==> src/rtl/adder_pkg.sv <==
// Shared constants and the per-stage pipeline register layout for pipe_rca_adder.
// The stage struct is sized for DEFAULT_WIDTH, which is also the widest WIDTH the adder accepts.
package adder_pkg;

  localparam int DEFAULT_WIDTH  = 64;
  localparam int DEFAULT_STAGES = 4;

  typedef struct packed {
    logic                     valid;
    logic [DEFAULT_WIDTH-1:0] sum;
    logic                     carry;
    logic [DEFAULT_WIDTH-1:0] a;
    logic [DEFAULT_WIDTH-1:0] b;
    logic                     sub;
  } adder_stage_t;

endpackage

==> src/rtl/rca_slice.sv <==
// Combinational W-bit ripple-carry adder slice built from full-adder cells.
module rca_slice #(
  parameter int W = 16
) (
  input  logic [W-1:0] i_a,
  input  logic [W-1:0] i_b,
  input  logic         i_c_in,
  output logic [W-1:0] o_sum,
  output logic         o_c_out
);

  logic [W:0] w_c;

  assign w_c[0] = i_c_in;

  for (genvar i = 0; i < W; i++) begin : g_fa
    assign o_sum[i]   = i_a[i] ^ i_b[i] ^ w_c[i];
    assign w_c[i+1]   = (i_a[i] & i_b[i]) | (w_c[i] & (i_a[i] ^ i_b[i]));
  end

  assign o_c_out = w_c[W];

endmodule

==> src/rtl/pipe_rca_adder.sv <==
// Pipelined ripple-carry adder: the carry chain is cut into STAGES slices with skewed operands.
// Optional subtract mode (op_sub port) is enabled by defining ADDER_SUB_EN.
module pipe_rca_adder
  import adder_pkg::*;
#(
  parameter int WIDTH  = DEFAULT_WIDTH,
  parameter int STAGES = DEFAULT_STAGES
) (
  input  logic             clk,
  input  logic             rst,
  input  logic             in_valid,
  output logic             in_ready,
  input  logic [WIDTH-1:0] a,
  input  logic [WIDTH-1:0] b,
  input  logic             c_in,
`ifdef ADDER_SUB_EN
  input  logic             op_sub,
`endif
  output logic             out_valid,
  input  logic             out_ready,
  output logic [WIDTH-1:0] sum,
  output logic             c_out,
  output logic             ovf
);

  localparam int W   = WIDTH / STAGES;
  localparam int MSB = WIDTH - 1;

  if (STAGES < 1 || STAGES > WIDTH || (WIDTH % STAGES) != 0 || WIDTH > DEFAULT_WIDTH) begin : g_bad_cfg
    $error("pipe_rca_adder: illegal WIDTH/STAGES combination");
  end

  adder_stage_t     r_stg [STAGES];
  adder_stage_t     w_nxt [STAGES];
  logic             w_adv;
  logic             w_sub;
  logic             w_cin0;
  logic [WIDTH-1:0] w_b_eff;

`ifdef ADDER_SUB_EN
  assign w_sub = op_sub;
`else
  assign w_sub = 1'b0;
`endif

  // Subtraction is a + ~b + 1, so the incoming carry is forced high.
  assign w_b_eff = w_sub ? ~b : b;
  assign w_cin0  = w_sub | c_in;

  for (genvar k = 0; k < STAGES; k++) begin : g_stage
    adder_stage_t w_src;
    adder_stage_t w_cur;
    logic [W-1:0] w_s;
    logic         w_co;

    if (k == 0) begin : g_first
      always_comb begin
        w_src       = '0;
        w_src.valid = in_valid;
        w_src.a     = DEFAULT_WIDTH'(a);
        w_src.b     = DEFAULT_WIDTH'(w_b_eff);
        w_src.carry = w_cin0;
        w_src.sub   = w_sub;
      end
    end else begin : g_rest
      assign w_src = r_stg[k-1];
    end

    rca_slice #(.W(W)) u_slice (
      .i_a     (w_src.a[k*W +: W]),
      .i_b     (w_src.b[k*W +: W]),
      .i_c_in  (w_src.carry),
      .o_sum   (w_s),
      .o_c_out (w_co)
    );

    always_comb begin
      w_cur                = w_src;
      w_cur.sum[k*W +: W]  = w_s;
      w_cur.carry          = w_co;
    end

    assign w_nxt[k] = w_cur;
  end

  // The whole pipe freezes together while the output is back-pressured.
  assign w_adv    = ~(out_valid & ~out_ready);
  assign in_ready = w_adv;

  always_ff @(posedge clk or posedge rst) begin
    if (rst) begin
      for (int k = 0; k < STAGES; k++) r_stg[k] <= '0;
    end else if (w_adv) begin
      for (int k = 0; k < STAGES; k++) r_stg[k] <= w_nxt[k];
    end
  end

  assign out_valid = r_stg[STAGES-1].valid;
  assign sum       = r_stg[STAGES-1].sum[WIDTH-1:0];
  assign c_out     = r_stg[STAGES-1].carry;
  assign ovf       = (r_stg[STAGES-1].a[MSB] == r_stg[STAGES-1].b[MSB]) &
                     (r_stg[STAGES-1].sum[MSB] != r_stg[STAGES-1].a[MSB]);

endmodule

==> config.mk <==
export PLATFORM = sky130hd
export DESIGN_NAME = pipe_rca_adder
export DESIGN_NICKNAME = d
export VERILOG_FILES = /design/src/rtl/adder_pkg.sv /design/src/rtl/rca_slice.sv /design/src/rtl/pipe_rca_adder.sv
export SDC_FILE = /design/constraint.sdc
export NUM_CORES = 1
export LEC_CHECK = 0
export BUFFER_PORTS_ARGS = -buffer_cell sky130_fd_sc_hd__buf_2
export CORE_MARGIN = 5
export CORE_UTILIZATION = 35
export DETAILED_ROUTE_END_ITERATION = 8
export GPL_TIMING_DRIVEN = 0
export PLACE_DENSITY_LB_ADDON = 0.1
export SYNTH_ARGS = -nofsm -noshare
export SYNTH_HDL_FRONTEND = slang
export SYNTH_SLANG_ARGS = --single-unit
==> constraint.sdc <==
create_clock -name clk -period 12.9 [get_ports clk]
set_clock_uncertainty 0.15 [all_clocks]
set_input_delay 0.645 -clock clk [delete_from_list [all_inputs] [get_ports clk]]
set_output_delay 0.645 -clock clk [all_outputs]
set_load 0.02 [all_outputs]
==> run_results.csv <==
group,metric,value,unit
routing,drc,0,
routing,routedWlPerCell,18.3,um
die,core,44400,um2
setup_path,crit_path_end_kind,"flop",
clock_tree,cts-root-buf,"clkbuf_16",
setup_path,r2r_start,"g_stage[1].w_src[129]",
layout,multi_input_area,5770,um2
clock_tree,cts_tree,"built",
setup_path,crit_end,"g_stage[2].w_cur[161]",
power,p_per_area,263,nW/um2
logic_synthesis,synthesis.area,15800,um2
power,leakagePower,8.82,nW
logic_synthesis,ys_top_cells_by_area,"dfrtp_1 (57%), mux2_2 (18%), mux2_4 (9.5%), fa_1 (8.1%), buf_4 (3.5%)",
logic_synthesis,async_flop_share,1.00,
power,peakVddDrop,0.114,mV
sta,hold_violations,0,
logic_synthesis,synth-seq-area-share,0.574,
setup_path,path_class,"reg2reg",
setup_path,start_kind,"flop",
setup_path,path_buf_inv,3,
sta,final.setup.worst_slack,4780,ps
hold_path,hold_path.class,"in2reg",
grt,grt_usage,0.137,
die,fp.dieW,222,um
routing,vias,7999,
clock_tree,cts_setup_buffers,0,
die,ioPinCount,201,
setup_path,crit_arrival,8450,ps
power,total_power,5.05,mW
logic_synthesis,synth_top_flop_cell,"dfrtp_1",
grt,antenna_found_initial,2,
setup_path,r2r_cells,20,
setup_path,worstPathMaxFanout,2,
routing,drtAntennaViolNets,0,
logic_synthesis,ys_ff_latch,362,
logic_synthesis,syn_area_per_cell,16.8,um2
logic_synthesis,syn-num-nets,1137,
logic_synthesis,synth_common_cells,"dfrtp_1 (362), mux2_2 (248), mux2_4 (100)",
sta,finalSetupViolations,0,
sta,post-route-period-util,0.629,
logic_synthesis,synth_edf_count,0,
logic_synthesis,yosysMostFrequentCell,"dfrtp_1",
layout,fillers,4152,
die,die_y,222,um
run,drv_cap,0,
sta,rsz0062_at_grt,"false",
clock_tree,post_cts_resized,0,
setup_path,r2r_end,"g_stage[2].w_cur[161]",
outcome,status,"complete, no violations",
logic_synthesis,yosys_warnings,0,
setup_path,path_cells,"fa_1 -> inv_1 -> fa_1 -> inv_1 -> fa_1 -> fa_1 -> fa_1 -> fa_1 -> fa_1 -> fa_1 -> fa_1 -> fa_1 -> fa_1 -> fa_1 -> fa_1 -> fa_1 -> fa_1 -> inv_1 -> fa_1 -> a21oi_1",
sta,tightest_slew,657,ps
logic_synthesis,synth.distinct_cells,17,
die,die-area,49500,um2
setup_path,cp-startpoint,"g_stage[1].w_src[129]",
setup_path,crit_path_frequent_cell,"fa_1",
setup_path,cp_slowest_cell,"fa_1",
die,initial_core_util,0.356,
sta,slew_viol_final,0,
placement,gp_congestion,0.693,
layout,fin_nets,1386,
grt,grt_pass1_wl,53100,um
routing,drtIter0Drc,354,
routing,drt_pass1_iterations,4,
logic_synthesis,synth_top_area_share,0.574,
setup_path,path_depth,20,
setup_path,slowest_delay,500,ps
placement,numPortBuffers,200,
setup_path,cp_top_family,"adder cells",
grt,gr-total-overflow,0,
layout,insertedDiodeCount,0,
clock_tree,cts_made_buffers,43,
routing,avgViaCountPerCell,4.41,
setup_path,rrSetupSlack,4780,ps
clock_tree,htreeDepth,2,
clock_tree,cts_sinks,362,
logic_synthesis,yosys.area.top_type,"dfrtp_1",
clock_tree,cts_hold_buf,1,
routing,drt_wl_total,33200,um
sta,slew_headroom,0.562,
die,num_rows,77,
clock_tree,clk_path_buf_depth,3,
setup_path,critical_path_required,13230,ps
layout,area_growth,21.3,%
logic_synthesis,syn_inst,940,
layout,regArea,9060,um2
placement,pre_cts_slack,4690,ps
clock_tree,clk_latency,560,ps
grt,grt_pass1_vias,9154,
sta,period_minus_slack,8120,ps
grt,grt_max_degree,119,
sta,fmax,123,MHz
clock_tree,clk_pin_slew_worst_paths,60,ps
layout,drive_gt1_frac,0.600,
placement,hpwlAfterDp,23300,um
-- worst min path at each step --
stage	endpoint	depth (start not counted)	startpoint	slack, ps
2_1_floorplan	out_valid	1	g_stage[3].w_cur[194]	280
3_3_place_gp	out_valid	1	g_stage[3].w_cur[194]	290
3_5_place_dp	out_valid	1	g_stage[3].w_cur[194]	300
4_1_cts	g_stage[1].w_cur[119]	2	a[54]	120
5_1_grt	g_stage[1].w_cur[128]	2	a[63]	140
6_report	g_stage[1].w_cur[121]	2	a[56]	170
-- metrics by stage --
step | util | TNS, ps | cell area [um2] | hold slack, ps | instances
5_1_grt | 0.431 | 0 | 19200 | 142 | 1813
6_report | 0.431 | 0 | 19200 | 171 | 1813
4_1_cts | 0.431 | 0 | 19200 | 124 | 1813
3_5_place_dp | 0.397 | 0 | 17600 | 304 | 1735
2_1_floorplan | - | 0 | 15800 | 277 | 940
3_3_place_gp | 0.395 | -945060 | 17500 | 289 | 1732
-- cells by family after synthesis --
group,count (synthesis),synth area share
AOI/OAI and AO/OA,13,0.00420
adders and majority gates,64,0.0811
buffers and inverters,136,0.0612
DFF,362,0.574
muxes,349,0.273
and+or+nand+nor,16,0.00713
-- metal layers --
layer / up-vias / global-route usage / part of all wire
li1: 3649 / - / -
met1: 4140 / 0.181 / 0.44
met2: 155 / 0.225 / 0.49
met3: 53 / 0.0333 / 0.048
met4: 2 / 0.0417 / 0.023
met5: - / 0 / 0.00027
-- state kept, by name, summed over array words and instances, names as in the netlist --
name           cells
sum               64
g_stage.w_cur    291
c_out              1
r_stg              2
g_stage.w_src      3
out_valid          1
-- where the power goes --
part	switching [mW]	internal [mW]
combinational	0.756	1.09
sequential	0.282	1.64
clock	0.469	0.806
-- worst register-to-register path: stages (launching register included) --
cell	delay, ps
dfrtp_1	410
fa_1	420
inv_1	80
fa_1	170
inv_1	60
fa_1	450
fa_1	470
fa_1	470
fa_1	470
fa_1	480
fa_1	460
fa_1	480
fa_1	500
fa_1	470
fa_1	470
fa_1	470
fa_1	460
fa_1	480
inv_1	100
fa_1	390
a21oi_1	120
-- cell type report --
type | count | area share
Timing Repair Buffer | 204 | 0.0571
Sequential cell | 362 | 0.473
Buffer | 106 | 0.0446
Tap cell | 592 | 0.0387
Multi-Input combinational cell | 442 | 0.301
Inverter | 30 | 0.00627
Clock inverter | 17 | 0.0110
Clock buffer | 60 | 0.0685
-- cell usage in the layout (no fill, tap or decap), types with 2 or more instances in the layout --
cell       instances
buf_2            208
inv_1             28
bufinv_16          5
fa_1              64
clkbuf_8          13
buf_16             3
mux2_2           248
nor3b_1           12
clkbuf_16         45
clkbuf_1           4
a21oi_1           12
clkinv_2          12
dfrtp_1          362
buf_4             73
nand2b_1           2
mux2_4           100
buf_6             23
(Power assumes the default switching activity.)
